[src/rtl/muldiv_pkg.sv]
// Shared definitions for the mult/div HI/LO sequencer: request op codes,
// ALU select constants, controller state and the operand payload.
package muldiv_pkg;

  localparam int unsigned XLEN = 32;

  localparam logic [1:0] OP_MULT = 2'd0;
  localparam logic [1:0] OP_DIV  = 2'd1;
  localparam logic [1:0] OP_MTHI = 2'd2;
  localparam logic [1:0] OP_MTLO = 2'd3;

  localparam logic [3:0] ALU_S_MUL  = 4'd3;
  localparam logic [3:0] ALU_S_DIV  = 4'd4;
  localparam logic [3:0] ALU_S_IDLE = 4'd13;

  typedef enum logic {
    IDLE = 1'b0,
    RUN  = 1'b1
  } state_e;

  typedef struct packed {
    logic [XLEN-1:0] x;
    logic [XLEN-1:0] y;
  } operand_t;

endpackage

[src/rtl/muldiv_hilo_ctrl.sv]
// Sequencer for the multicycle mult/div ALU paths: holds operands stable for a
// fixed number of cycles, then captures Result/Result2 into HI/LO.
module muldiv_hilo_ctrl
  import muldiv_pkg::*;
#(
  parameter int unsigned MUL_CYCLES = 4,
  parameter int unsigned DIV_CYCLES = 8
) (
  input  logic            clk,
  input  logic            rst_n,
  input  logic            req_valid,
  input  logic [1:0]      req_op,
  input  logic [XLEN-1:0] req_x,
  input  logic [XLEN-1:0] req_y,
  output logic            req_ready,
  input  logic            flush,
  input  logic            rd_hilo,
  output logic            hilo_stall,
  output logic [3:0]      alu_s,
  output logic [XLEN-1:0] alu_x,
  output logic [XLEN-1:0] alu_y,
  input  logic [XLEN-1:0] alu_result,
  input  logic [XLEN-1:0] alu_result2,
  output logic [XLEN-1:0] hi,
  output logic [XLEN-1:0] lo,
  output logic            done,
  output logic            div_zero
);

  localparam int unsigned MAX_CYCLES = (MUL_CYCLES > DIV_CYCLES) ? MUL_CYCLES : DIV_CYCLES;
  localparam int unsigned CNT_W      = (MAX_CYCLES > 1) ? $clog2(MAX_CYCLES) : 1;

  state_e           state;
  logic [CNT_W-1:0] cnt;
  operand_t         opnd;
  logic             accept;

  assign req_ready  = (state == IDLE) && !flush;
  assign hilo_stall = rd_hilo && (state == RUN);
  assign accept     = req_valid && req_ready;
  assign alu_x      = opnd.x;
  assign alu_y      = opnd.y;

  // Control FSM; operands and select stay frozen for the whole RUN window.
  always_ff @(posedge clk) begin
    if (!rst_n) begin
      state    <= IDLE;
      cnt      <= '0;
      opnd     <= '0;
      alu_s    <= ALU_S_IDLE;
      hi       <= '0;
      lo       <= '0;
      done     <= 1'b0;
      div_zero <= 1'b0;
    end else begin
      done     <= 1'b0;
      div_zero <= 1'b0;
      case (state)
        IDLE: begin
          if (accept) begin
            case (req_op)
              OP_MTHI: hi <= req_x;
              OP_MTLO: lo <= req_x;
              OP_MULT: begin
                opnd  <= '{x: req_x, y: req_y};
                alu_s <= ALU_S_MUL;
                cnt   <= CNT_W'(MUL_CYCLES - 1);
                state <= RUN;
              end
              default: begin
                if (req_y == '0) begin
                  div_zero <= 1'b1;
                end else begin
                  opnd  <= '{x: req_x, y: req_y};
                  alu_s <= ALU_S_DIV;
                  cnt   <= CNT_W'(DIV_CYCLES - 1);
                  state <= RUN;
                end
              end
            endcase
          end
        end
        RUN: begin
          // Flush beats completion, even on the final edge.
          if (flush) begin
            state <= IDLE;
            alu_s <= ALU_S_IDLE;
          end else if (cnt == '0) begin
            lo    <= alu_result;
            hi    <= alu_result2;
            done  <= 1'b1;
            state <= IDLE;
            alu_s <= ALU_S_IDLE;
          end else begin
            cnt <= cnt - CNT_W'(1);
          end
        end
        default: state <= IDLE;
      endcase
    end
  end

endmodule

[config.mk]
export PLATFORM = sky130hd
export DESIGN_NAME = muldiv_hilo_ctrl
export DESIGN_NICKNAME = d
export VERILOG_FILES = /design/src/rtl/muldiv_pkg.sv /design/src/rtl/muldiv_hilo_ctrl.sv
export SDC_FILE = /design/constraint.sdc
export NUM_CORES = 1
export LEC_CHECK = 0
export ABC_CLOCK_PERIOD_IN_PS = 2600
export CAP_MARGIN = 25
export CORE_MARGIN = 1.5
export CORE_UTILIZATION = 46
export DETAILED_ROUTE_END_ITERATION = 12
export MAX_ROUTING_LAYER = met4
export PLACE_DENSITY = 0.95
export SLEW_MARGIN = 20
export SYNTH_ARGS = -nofsm -noshare
export SYNTH_HDL_FRONTEND = slang
export SYNTH_SLANG_ARGS = --single-unit
[constraint.sdc]
create_clock -name clk -period 2.6 [get_ports clk]
set_input_delay 0.26 -clock clk [delete_from_list [all_inputs] [get_ports clk]]
set_output_delay 0.26 -clock clk [all_outputs]
set_load 0.01 [all_outputs]
==> results of run 1 <==
==> power by group <==
part | internal [mW] | switching [mW]
Combinational | 0.486 | 0.403
Sequential | 2.22 | 0.0669
Clock | 1.65 | 0.890
==> worst paths after layout <==
| kind | from | end | slack [ps] | depth (start not counted) |
|---|---|---|---|---|
| worst max-delay path | state | hilo_stall | 180 | 3 |
| worst min-delay path | req_op[0] | alu_s[3] | 330 | 3 |
| worst max register to register | state | alu_x[4] | 470 | 5 |
| worst min register to register | alu_s[3] | alu_s[3] | 470 | 2 |
==> cells by family (layout without fill, tap and decap cells) <==
kind of cell    count (synthesis)  after routing  synth area share (%)
compound gates                277            277                  30.8
simple gates                  202            202                  18.4
flops                         138            138                  44.5
buf+inv                        78            327                  5.72
fa+ha+maj                       2              2                 0.403
mux                             1              1                 0.161
==> metal layers <==
layer  track usage [%]  vias up  part of all wire, %  routed length, um
met5                 -        -                    0                  0
met4              11.6        0                  2.8                605
met3              6.85       47                  8.7               1850
met2              50.0      358                   48              10300
met1              37.0     3108                   40               8610
li1                  -     3096                    -                  -
==> stage by stage <==
stage	total power [mW]	std cells	instance area [um2]	hold WS [ps]	utilization, %
after floorplan	2.68	698	6210	393	-
after global placement	3.18	1091	9030	457	68.4
after detailed placement	3.20	1091	9030	455	68.4
after CTS	5.75	1123	9660	301	73.2
after global routing	5.91	1123	9660	340	73.2
final	5.72	1123	9660	330	73.2
==> flip-flops by register name, indices dropped and copies added, names as in the netlist <==
| name | cells |
|---|---|
| alu_y | 32 |
| state | 1 |
| alu_x | 32 |
| div_zero | 1 |
| cnt | 3 |
| lo | 32 |
| alu_s | 4 |
| done | 1 |
| hi | 32 |
==> worst max-delay path, stage by stage, from the launching register on <==
cell             delay, ps
dfxtp_4                610
buf_4                  430
and2_1                 180
clkdlybuf4s50_1        520
==> layout make-up <==
class | instances | share of cell area [%]
Sequential cell | 138 | 28.7
Timing Repair Buffer | 290 | 30.0
Inverter | 5 | 0.207
Multi-Input combinational cell | 482 | 32.3
Tap cell | 176 | 2.28
Clock buffer | 21 | 4.77
Clock inverter | 11 | 1.74
==> layout by cell type, fill, tap and decap left out, types with 3 or more instances in the layout <==
cell type and instances:
a211oi_1 65, a21oi_1 98, a22o_1 32, and2_1 3, buf_12 4, buf_4 16
bufinv_16 4, clkbuf_16 17, clkdlybuf4s50_1 269, clkinv_2 3, clkinvlp_4 3, dfxtp_1 137
inv_1 4, nand2_1 38, nand3_1 3, nor2_1 65, nor2b_1 34, nor3_1 3
nor3b_1 16, nor3b_2 16, nor4_1 9, o211ai_1 33, o21ai_0 5, o221ai_1 31
==> flow_summary.toml, run 1 <==
[logic_synthesis]
syn_inst = 698
async_flop_share_pct = 0
ys_types = 49
avgSynthCellArea_um2 = 8.89
synthTopCellsByCount = "dfxtp_1, a21oi_1, a211oi_1, nor2_1, clkbuf_1"
synth-edff-count = 0
synth_seq_area_share_pct = 44.5
synth_area_leader_cell = "dfxtp_1"
ys.warnings.count = 0
synthFlopType = "dfxtp_1"
synth_top_cell_area_share_pct = 44.5
ys_seq_elements = 138
mappedNetlistArea_um2 = 6210
synth_area_leaders = "dfxtp_1, a21oi_1, a211oi_1, a22o_1, o221ai_1"
yosysMostFrequentCell = "dfxtp_1"
synth_fp_nets = 835

[die]
row_count = 42
ios = 271
die_width_um = 119
start_util_pct = 47.1
die_h_um = 119
placeableCoreArea_um2 = 13200
fp.dieArea_um2 = 14200

[global_routing]
grt_use_total_pct = 30.6
grt_pass1_vias = 6347
gr-total-overflow = 0
grt_pass1_wl_um = 33300
antenna_found_initial = 0
grt_max_degree = 65

[sta]
slew_headroom_pct = 58.5
slew_viol_final = 0
setup_ws_ps = 180
skew_ps = 4.89
finalSetupViolCount = 0
clock.fmax_ghz = 0.413
tightestPinTransition_ps = 623
period_needed_ps = 2420
fin_crit_sh_pct = 93.1
hold_viol_final = 0
rsz0062_at_grt = "no"
tns_ps = 0

[clock_tree]
cts-hold-fix-buffers = 0
cts-root-buf = "clkbuf_16"
clk_latency_ps = 410
clk_pin_slew_worst_paths_ps = 60
cts.sinks = 138
numCtsBuffers = 17
cts_tree = "built"
clk_path_buf_depth = 2
cts-htree-levels = 4
cts-resized-gates = 0
post_cts_buffers = 0

[drt]
wl_per_cell_um = 19.0
drc = 0
drt-total-wl_um = 21400
first_pass_iters = 5
final_antenna_net_count = 0
first_iter_violations = 580
vias = 6609
avgViaCountPerCell = 5.89

[placement]
portBuffers = 270
dp_worst_setup_slack_ps = 256
dpl.hpwl_um = 15100
gp_congestion = 0.949

[cells_and_area]
seq_area_um2 = 2770
fillCellCount = 972
multi_input_area_um2 = 3120
area_delta_synth_final_pct = 55.5
nets = 1071
drive_gt1_share_pct = 8.13
diodes = 0

[critical_path]
cp-start-kind = "flop"
critPathRequiredTime_ps = 2340
crit_arrival_ps = 2160
worstSetupEndpointType = "output pin"
path_max_fanout = 41
critical_path_class = "flop to output pin"

[power]
cellPowerDensity_nw_per_um2 = 592
power_leakage_nw = 3.24
peakVddDrop_v = 0.000406

[flow_run]
maxCapViolations = 0

[hold_path]
min_path_type = "primary input to flop"

[status]
status = "finished clean"
Power figures use the tool's default switching activity.
==> run 2, diff against run 1 <==
- CAP_MARGIN: 25 -> not set
- SLEW_MARGIN: 20 -> 10
==> results of run 2 <==
Final layout, timing and power as in run 1 (identical DEF).
==> run 3, diff against run 2 <==
- RECOVER_POWER: not set -> 100
- SETUP_SLACK_MARGIN: not set -> 0.2
==> run 3 against run 2 <==
  * Clock power is essentially flat
  * Core utilization down 0.32 points
  * Worst hold slack got worse by 16 ps
  * Sequential share of layout area increased by 0.13 points
  * First-iteration DRC count shrank 4.1%
  * Maximum frequency grew 2.5%
  * Die area is the same
  * Combinational power down 4.7%
  * Final area fell by 0.44%
  * Global-route usage unchanged
  * Via count up 0.61%
  * Largest power group unchanged
==> flow_summary.toml, run 3 (synthesized netlist as in run 1, its figures left out) <==
[status]
status = "finished clean"

[drt]
first_iter_violations = 556
drc = 0
final_antenna_net_count = 0
wl_per_cell_um = 19.1
vias = 6649
drt-total-wl_um = 21400
avgViaCountPerCell = 5.92
first_pass_iters = 5

[critical_path]
cp.depth = 6
crit_family = "buffers and inverters"
crit_arrival_ps = 2680
cp-start-kind = "primary input"
critPathCapture = "alu_x[2]"
reg2reg_depth = 5
r2r_slack_ps = 300
reg2reg_to = "alu_y[15]"
path_buf_inv = 2
crit_chain = "dlygate4sd3_1, nor4_1, nand4_1, or2_1, clkbuf_2, o221ai_1"
cp_slowest_cell = "dlygate4sd3_1"
worstSetupEndpointType = "flop"
crit_start = "req_y[2]"
slowest_delay_ps = 560
critical_path_class = "primary input to flop"
r2r-start = "state"
critPathRequiredTime_ps = 2920
path_max_fanout = 35

[hold_path]
min_path_type = "primary input to flop"

[sta]
tns_ps = 0
skew_ps = 5.09
clock.fmax_ghz = 0.424
slew_viol_final = 0
slew_headroom_pct = 46.4
tightestPinTransition_ps = 804
period_needed_ps = 2360
finalSetupViolCount = 0
hold_viol_final = 0
rsz0062_at_grt = "no"
fin_crit_sh_pct = 90.8

[clock_tree]
cts_tree = "built"
clk_path_buf_depth = 2
cts.sinks = 138
cts-htree-levels = 4
clk_latency_ps = 410
clk_pin_slew_worst_paths_ps = 60
post_cts_buffers = 0
cts-root-buf = "clkbuf_16"
numCtsBuffers = 17

[global_routing]
gr-total-overflow = 0
grt_pass1_wl_um = 33300
grt_max_degree = 65
grt_use_total_pct = 30.6
grt_pass1_vias = 6347
antenna_found_initial = 1

[placement]
portBuffers = 270
dpl.hpwl_um = 15100
gp_congestion = 0.949

[die]
die_h_um = 119
start_util_pct = 47.1
placeableCoreArea_um2 = 13200
die_width_um = 119
ios = 271
row_count = 42
fp.dieArea_um2 = 14200

[power]
p_total_mw = 5.67
peakVddDrop_v = 0.000409
power_leakage_nw = 3.63
cellPowerDensity_nw_per_um2 = 590

[cells_and_area]
final_cell_mix = "dfxtp_1, dlygate4sd3_1, clkdlybuf4s50_1"
drive_gt1_share_pct = 8.03
utilization_pct = 72.9
layout_commonest_cell = "dfxtp_1"
area_delta_synth_final_pct = 54.8
fillCellCount = 976
nets = 1071

[flow_run]
maxCapViolations = 0
[run 3: changes by cell type in the layout (fill, tap and decap cells not counted), moves of 2 or more]
cell,change
buf_4,-4
clkbuf_4,+2
dlygate4sd3_1,+136
buf_12,-3
clkdlybuf4s50_1,-136
clkbuf_2,+3
[run 3: metrics by stage]
stage               std cells  hold WS [ps]  area [um2]  setup WS, ps
CTS                      1123           301        9660           286
detailed placement       1091           455        9030           256
global route             1124           340        9610           136
floorplan                 698           393        6210           916
global placement         1091           457        9030           288
finish                   1124           314        9610           240
[run 3: power by group]
| group | leakage (nW) | total (mW) | switching, mW | internal (mW) |
|---|---|---|---|---|
| registers | 1.12 | 2.28 | 0.0630 | 2.21 |
| clock network | 0.300 | 2.55 | 0.895 | 1.65 |
| logic | 2.21 | 0.848 | 0.402 | 0.446 |
| total | 3.63 | 5.67 | 1.36 | 4.32 |
[run 3: routing by layer]
layer	wire length [um]	GRT usage (%)	up-vias
li1	-	-	3103
met1	8530	37.0	3114
met2	10300	50.0	378
met3	1900	6.85	54
met4	668	11.6	0
met5	0	-	-
[run 3: layout make-up]
cell class	instances	area (um2)	area share, %
multi-input cells	482	3120	32.5
repair buffers	290	2850	29.7
flip-flops and latches	138	2770	28.8
clock buffers	21	460	4.79
well taps	176	220	2.29
clock inverters	11	168	1.74
inverters	5	20.0	0.208
diodes	1	2.50	0.0260
[run 3: repair_timing]
item / CTS / global route
gates resized for setup: 1 / 0
endpoints found under the setup margin: 1 / 0
hold buffers: 0 / 0
[run 3: worst min path at each step]
stage | start | end | slack (ps) | cells past startpoint
final | req_op[0] | alu_s[3] | 310 | 3
after global routing | req_op[0] | alu_s[3] | 340 | 3
after CTS | req_op[0] | alu_s[3] | 300 | 3
after detailed placement | alu_y[12] | alu_y[12] | 450 | 1
after global placement | alu_y[22] | alu_y[22] | 460 | 1
after floorplan | req_y[0] | alu_y[0] | 390 | 1
[run 3: worst min-delay path: cells and delay by family]
family,cells,cell delay [ps]
AO/OA/AOI/OAI,1,50
buffers and inverters,1,240
AND/OR/NAND/NOR,1,120
